### src/rtl/fifo_rd_packer_if.sv
// Read-side bundle of the packer: FIFO pop handshake plus the packed valid/ready output.
// The packer uses the master view; whatever feeds the FIFO data and consumes words uses slave.
interface fifo_rd_packer_if #(
  parameter int DATA_WIDTH = 8,
  parameter int PACK_RATIO = 4
);
  logic                             fifo_empty;
  logic                             fifo_rd_en;
  logic [DATA_WIDTH-1:0]            fifo_rd_data;
  logic                             flush;
  logic                             out_valid;
  logic                             out_ready;
  logic [DATA_WIDTH*PACK_RATIO-1:0] out_data;
  logic [PACK_RATIO-1:0]            out_keep;
  logic                             out_last;

  modport master (
    input  fifo_empty, fifo_rd_data, flush, out_ready,
    output fifo_rd_en, out_valid, out_data, out_keep, out_last
  );

  modport slave (
    output fifo_empty, fifo_rd_data, flush, out_ready,
    input  fifo_rd_en, out_valid, out_data, out_keep, out_last
  );
endinterface

### src/rtl/fifo_rd_packer.sv
// Pops FIFO entries in the rd_clk domain and packs PACK_RATIO of them little-endian
// into one wide word; a flush pulse emits a partial word with a lane mask and last flag.
module fifo_rd_packer #(
  parameter int DATA_WIDTH = 8,
  parameter int PACK_RATIO = 4
) (
  input  logic             rd_clk,
  input  logic             rst,
  fifo_rd_packer_if.master bus
);
  localparam int OUT_WIDTH = DATA_WIDTH * PACK_RATIO;
  localparam int CNT_W     = $clog2(PACK_RATIO + 1);

  logic [OUT_WIDTH-1:0]  pack;
  logic [CNT_W-1:0]      fill_cnt;
  logic                  inflight;
  logic                  flush_pending;

  logic                  out_valid_q;
  logic [OUT_WIDTH-1:0]  out_data_q;
  logic [PACK_RATIO-1:0] out_keep_q;
  logic                  out_last_q;

  logic                  rd_en;
  logic                  out_free;
  logic                  full;
  logic                  do_full;
  logic                  do_partial;
  logic                  do_drop;
  logic [PACK_RATIO-1:0] part_keep;

  // NOTE: every always_comb output gets a default first so no path can infer a latch.
  always_comb begin
    out_free   = !out_valid_q || bus.out_ready;
    full       = (fill_cnt == CNT_W'(PACK_RATIO));
    // Count the in-flight entry so the pack register can never be overfilled.
    rd_en      = !rst && !bus.fifo_empty && !flush_pending &&
                 (({1'b0, fill_cnt} + (CNT_W+1)'(inflight)) < (CNT_W+1)'(PACK_RATIO));
    do_full    = full && out_free;
    do_partial = flush_pending && !inflight && out_free && !full && (fill_cnt != '0);
    do_drop    = flush_pending && !inflight && out_free && (fill_cnt == '0);
    part_keep  = '0;
    for (int k = 0; k < PACK_RATIO; k++) begin
      part_keep[k] = (CNT_W'(k) < fill_cnt);
    end
  end

  assign bus.fifo_rd_en = rd_en;
  assign bus.out_valid  = out_valid_q;
  assign bus.out_data   = out_data_q;
  assign bus.out_keep   = out_keep_q;
  assign bus.out_last   = out_last_q;

  // NOTE: sequential state uses non-blocking assignments only, so every read sees pre-edge values.
  always_ff @(posedge rd_clk) begin
    if (rst) begin
      pack          <= '0;
      fill_cnt      <= '0;
      inflight      <= 1'b0;
      flush_pending <= 1'b0;
      out_valid_q   <= 1'b0;
      out_data_q    <= '0;
      out_keep_q    <= '0;
      out_last_q    <= 1'b0;
    end else begin
      inflight <= rd_en;

      // Landing and transfer are mutually exclusive: landing implies fill_cnt < PACK_RATIO
      // and a partial emit requires inflight == 0.
      if (inflight) begin
        for (int k = 0; k < PACK_RATIO; k++) begin
          if (fill_cnt == CNT_W'(k)) pack[k*DATA_WIDTH +: DATA_WIDTH] <= bus.fifo_rd_data;
        end
        fill_cnt <= fill_cnt + CNT_W'(1);
      end

      if (do_full || do_partial) begin
        out_valid_q <= 1'b1;
        out_data_q  <= pack;
        out_keep_q  <= do_full ? {PACK_RATIO{1'b1}} : part_keep;
        out_last_q  <= do_full ? flush_pending : 1'b1;
        fill_cnt    <= '0;
        pack        <= '0;
      end else if (bus.out_ready) begin
        out_valid_q <= 1'b0;
      end

      // A new flush is only taken while idle; a pending one retires with the word it produced.
      if (flush_pending) flush_pending <= !(do_full || do_partial || do_drop);
      else               flush_pending <= bus.flush;
    end
  end
endmodule

### src/flat_wrapper.sv
// flat-port wrapper written by rule: the top's interface ports become plain ports
module fifo_rd_packer_flat 
#(
  parameter int DATA_WIDTH = 8,
  parameter int PACK_RATIO = 4
)
  (rd_clk, rst, bus_fifo_empty, bus_fifo_rd_data, bus_flush, bus_out_ready, bus_fifo_rd_en, bus_out_valid, bus_out_data, bus_out_keep, bus_out_last);
  fifo_rd_packer_if #(.DATA_WIDTH(DATA_WIDTH), .PACK_RATIO(PACK_RATIO)) bus_i ();
  input  logic rd_clk;
  input  logic rst;
  input wire logic [$bits(bus_i.fifo_empty)-1:0] bus_fifo_empty;
  input wire logic [$bits(bus_i.fifo_rd_data)-1:0] bus_fifo_rd_data;
  input wire logic [$bits(bus_i.flush)-1:0] bus_flush;
  input wire logic [$bits(bus_i.out_ready)-1:0] bus_out_ready;
  output wire logic [$bits(bus_i.fifo_rd_en)-1:0] bus_fifo_rd_en;
  output wire logic [$bits(bus_i.out_valid)-1:0] bus_out_valid;
  output wire logic [$bits(bus_i.out_data)-1:0] bus_out_data;
  output wire logic [$bits(bus_i.out_keep)-1:0] bus_out_keep;
  output wire logic [$bits(bus_i.out_last)-1:0] bus_out_last;
  assign bus_i.fifo_empty = bus_fifo_empty;
  assign bus_i.fifo_rd_data = bus_fifo_rd_data;
  assign bus_i.flush = bus_flush;
  assign bus_i.out_ready = bus_out_ready;
  assign bus_fifo_rd_en = bus_i.fifo_rd_en;
  assign bus_out_valid = bus_i.out_valid;
  assign bus_out_data = bus_i.out_data;
  assign bus_out_keep = bus_i.out_keep;
  assign bus_out_last = bus_i.out_last;
  fifo_rd_packer #(.DATA_WIDTH(DATA_WIDTH), .PACK_RATIO(PACK_RATIO)) u_core (.rd_clk(rd_clk), .rst(rst), .bus(bus_i));
endmodule
### config.mk
export PLATFORM = sky130hd
export DESIGN_NAME = fifo_rd_packer_flat
export DESIGN_NICKNAME = d
export VERILOG_FILES = /design/src/rtl/fifo_rd_packer_if.sv /design/src/rtl/fifo_rd_packer.sv /design/src/flat_wrapper.sv
export SDC_FILE = /design/constraint.sdc
export NUM_CORES = 1
export LEC_CHECK = 0
export ABC_CLOCK_PERIOD_IN_PS = 1900
export CORE_UTILIZATION = 46
export CTS_BUF_LIST = sky130_fd_sc_hd__clkbuf_4
export CTS_CLUSTER_SIZE = 24
export DETAILED_ROUTE_END_ITERATION = 12
export MAX_ROUTING_LAYER = met4
export PLACE_DENSITY_LB_ADDON = 0.3
export SKIP_CTS_REPAIR_TIMING = 1
export SYNTH_ARGS = -nofsm -noshare
export SYNTH_HDL_FRONTEND = slang
export SYNTH_SLANG_ARGS = --single-unit
### constraint.sdc
create_clock -name rd_clk -period 1.9 [get_ports rd_clk]
set_input_delay 0.19 -clock rd_clk [delete_from_list [all_inputs] [get_ports rd_clk]]
set_output_delay 0.19 -clock rd_clk [all_outputs]
set_load 0.1 [all_outputs]
* Word-level counts from Yosys, hierarchy flattened
Cells that the tools add are included.
Storage, ports and cells: register bits after elaboration 75, latch bits 0, bits in writable memories 0, bits in read-only memories 0, input port bits 13, output and inout bits 39, word-level logic and storage cells 54, memories 0
Cells by class: add/subtract/negate cells 2, multipliers 0, divide/modulo/power cells 0, $lt $le $gt $ge 5, equal/unequal tests 4, shift operators 0, mux-type cells 5, bitwise operators 0, reduce and logical (&&, ||, !) cells 27
Operators by type and width (number):
- 1-bit logical AND | 9
- 2-bit AND reduction | 4
- 1-bit zero test | 7
- 3-bit by 2-bit == test with 1-bit output, second input constant | 2
- 1-bit by 3-bit < comparator with 1-bit output, first input constant | 2
- 2-bit by 3-bit < comparator with 1-bit output, first input constant | 2
- 3-bit by 1-bit adder with 4-bit output | 1
- 4-bit by 3-bit < comparator with 1-bit output, second input constant | 1
- 1-bit two-way mux | 4
- 4-bit two-way mux | 1
- 3-bit by 1-bit adder with 3-bit output, second input constant | 1
- 3-bit by 1-bit == test with 1-bit output, second input constant | 1
- 3-bit == test, second input constant | 1
- 3-bit zero test | 1
- 1-bit logical OR | 3
- 3-bit nonzero test | 1
- 2-bit nonzero test | 1
- 2-bit OR reduction | 1

* Longest topological paths before layout
depth in word-level cells 9, gate-level depth with buffers 8, gate-level depth less buffers 5

* Worst setup path before layout
No wires, ideal clock.
path type register -> output, from register u_core.fill_cnt[2], to output port bus_fifo_rd_en, data arrival time 2.538 ns, required time 1.710 ns, setup slack -0.828 ns, cell stages (with the launch flop) 4, buffers on the path 1, cells stage by stage dfxtp_1 clkbuf_1 or4_1 a31oi_1
On the way: cells in the longest elaborated chain, start to end 3
Ends and longest elaborated chain:
- start: declaration | RTL line fifo_rd_packer.sv:15 | logic [CNT_W-1:0] fill_cnt;
- start signal: assignment | RTL line fifo_rd_packer.sv:74 | fill_cnt <= fill_cnt + CNT_W'(1);
- 3-bit by 1-bit adder with 4-bit output | RTL line fifo_rd_packer.sv:38 | (({1'b0, fill_cnt} + (CNT_W+1)'(inflight)) < (CNT_W+1)'(PACK_RATIO));
- 4-bit by 3-bit < comparator with 1-bit output | RTL line fifo_rd_packer.sv:38
- 1-bit logical AND | RTL line fifo_rd_packer.sv:37 | rd_en = !rst && !bus.fifo_empty && !flush_pending &&
- end: declaration | RTL line flat_wrapper.sv:15 | output wire logic [$bits(bus_i.fifo_rd_en)-1:0] bus_fifo_rd_en;
Every way passes these cells.

* Worst setup path in the final report
from register u_core.flush_pending, to output port bus_fifo_rd_en
On the way: cells in the longest elaborated chain, start to end 3
Ends and longest elaborated chain:
- start: declaration | RTL line fifo_rd_packer.sv:17 | logic flush_pending;
- start signal: assignment | RTL line fifo_rd_packer.sv:89 | if (flush_pending) flush_pending <= !(do_full || do_partial || do_drop);
- start signal: assignment | RTL line fifo_rd_packer.sv:90 | else flush_pending <= bus.flush;
- 1-bit zero test | RTL line fifo_rd_packer.sv:37
- 1-bit logical AND (2 in a row) | RTL line fifo_rd_packer.sv:37
Every way passes these cells.

==> run summary <==
total negative slack -> 0 ns
Clk Latency, worst-skew pair -> 0.42 ns
Max H-tree Level -> 3
final WL -> 6010 um
Synthesized Nets -> 322
Final Cell Area -> 3910 um2
CP required -> 1.71 ns
Slew @ Worst Pin -> 0.835 ns
Overall Power -> 2.91 mW
Die H -> 84.9 um
Synth-to-Final Area Change -> 23.9%
Register Area -> 1510 um2
flops & latches, synth -> 75
mapped cell area -> 3160 um2
# nets final -> 378
clock slew at reported path FFs -> 0.12 ns
Max VDD drop -> 562 uV
total CTS buffers -> 9
Core Area -> 6490 um2
drt wl/cell -> 13.5 um
Max FO, Critical Path -> 3
Tcrit/Tclk final -> 0.987
initial antenna violation count -> 0
hpwl dp -> 3730 um
GPL Wtd Cong -> 0.735
I/O Buffers -> 51
total of max-cap violations -> 0
largest net degree at the start of global routing -> 107
die area -> 7200 um2
final worst-path setup slack -> 0.0243 ns
Die Span X -> 84.9 um
row count -> 29
Mapped Avg Cell Area -> 10.3 um2
Crit. End Element -> output port
leakage power -> 1.58 nW
ys flop type -> dfxtp_1
sequential area share after synthesis -> 0.475
CP Launch Type -> register
Via-to-Cell Ratio -> 5.01
Slew Limit Headroom -> 0.444
number of global-route vias before repair -> 2065
grt total ovfl -> 0
combined area of the multi-input logic cells -> 1500 um2
Root Driver -> clkbuf_4
Fmax -> 533 MHz
Vias -> 2225
All-Layer GR Usage -> 0.181
Post-Layout Cell Count -> 444
number of synthesized flops with an enable pin -> 0
clock tree from TritonCTS -> done
outcome -> complete, but fails checks
hold_ws -> 0.0683 ns
proportion of layout cells with a drive suffix above 1 -> 0.234
Finished Core Util -> 0.603
Area after DPL -> 3680 um2
Worst Hold Class -> in2reg
Netlist cell types -> 28
number of fill cells in the layout -> 561
first-pass GRT wire length -> 9860 um
Mapped Cells -> 306
post-route minimum period -> 1.88 ns
DP Worst Slack -> 0.0843 ns
Iter 0 DRT Violations -> 124
critical path class -> reg2out
Synth async-reset ratio -> 0
io pins -> 52
ant diodes -> 0
fin. max-slew vios -> 0
clock buffer depth -> 2
violated checks -> DRC
Worst Skew -> 0.0137 ns
# placed instances -> 420
CP arrival -> 1.69 ns
clk sinks -> 75
initial core utilization -> 0.486
Final Hold Fails -> 0
first-pass iteration count of the detailed router -> 10
Synthesis Warnings -> 0
Final Setup Violations -> 0
unrepaired setup endpoints after global routing -> yes
power density over cell area -> 744 nW/um2
DR DRC count -> 4
Antenna Nets Post-Route -> 0
worst max-delay path: stages (launching register included):
cell and delay, ns:
dfxtp_4 0.37, or4_4 0.53, a31oi_4 0.18, buf_12 0.19
synthesized netlist by cell type (2+ instances only):
library cell	number	area (um2)
dfxtp_1	75	1500
mux2i_1	65	651
nand2b_1	64	400
nor3_1	37	185
clkbuf_1	14	52.6
buf_2	7	35.0
inv_1	7	26.3
a211oi_1	6	45.0
buf_6	5	56.3
ha_1	3	37.5
nand2_1	3	11.3
nand3b_1	3	22.5
a31oi_1	2	12.5
per-layer routing:
layer  wire [um]  share of wire  track usage  vias to the layer above
met3         216          0.036       0.0331                        7
met4         103          0.017       0.0909                        0
li1            -              -            -                     1148
met2        2660           0.44        0.254                       45
met1        3020           0.50        0.249                     1025
met5           0              0            -                        -
final cells by class:
type,count,share of cell area
multi-input combinational,197,0.384
clock buffer,9,0.0173
sequential,75,0.387
inverter,7,0.00671
tap,77,0.0246
timing repair buffer,72,0.162
clock inverter,7,0.0189
state kept, by name, indices dropped and copies added, names as in the netlist:
name,cells
u_core.bus.out_data,32
u_core.pack,32
u_core.bus.out_keep,4
u_core.fill_cnt,3
u_core.bus.out_last,1
u_core.bus.out_valid,1
u_core.flush_pending,1
u_core.inflight,1
final timing paths:
check | depth (start not counted) | slack [ns] | endpoint | start
worst max register to register | 7 | 0.08 | u_core.bus.out_data[26]$_SDFFE_PP0P_ | u_core.fill_cnt[0]$_SDFFE_PP0P_
worst max-delay path | 3 | 0.02 | bus_fifo_rd_en | u_core.flush_pending$_SDFF_PP0_
worst min register to register | 2 | 0.46 | u_core.bus.out_last$_SDFFE_PP0P_ | u_core.bus.out_last$_SDFFE_PP0P_
worst min-delay path | 3 | 0.07 | u_core.inflight$_SDFF_PP0_ | rst
logic make-up (layout without fill, tap and decap cells):
kind of cell | Yosys count | after routing | share of synthesized area
AO/OA/AOI/OAI | 13 | 13 | 0.0333
XOR/XNOR | 2 | 2 | 0.00555
adder cells (fa/ha/maj) | 3 | 3 | 0.0119
buffers and inverters | 34 | 95 | 0.0563
flip-flops | 75 | 75 | 0.475
multiplexers | 65 | 65 | 0.206
AND/OR/NAND/NOR | 114 | 114 | 0.212
layout by cell type (no fill, tap or decap), types with 2 or more instances in the layout:
| cell type | instances |
|---|---|
| mux2i_1 | 65 |
| nand3b_1 | 3 |
| a211oi_1 | 6 |
| clkbuf_4 | 9 |
| nor3_1 | 37 |
| nand2b_1 | 64 |
| ha_1 | 3 |
| dfxtp_2 | 3 |
| clkdlybuf4s50_1 | 11 |
| inv_1 | 7 |
| dfxtp_4 | 2 |
| buf_4 | 55 |
| nand2_1 | 3 |
| buf_12 | 4 |
| inv_6 | 3 |
| dfxtp_1 | 70 |
power by group:
part	total, mW	switching, mW	internal (mW)	leakage, nW
clock	1.00	0.589	0.411	0.0787
sequential	1.61	0.0127	1.60	0.608
combinational	0.301	0.170	0.131	0.892
total	2.91	0.772	2.14	1.58
No activity file was read; power rests on OpenSTA's default activity.
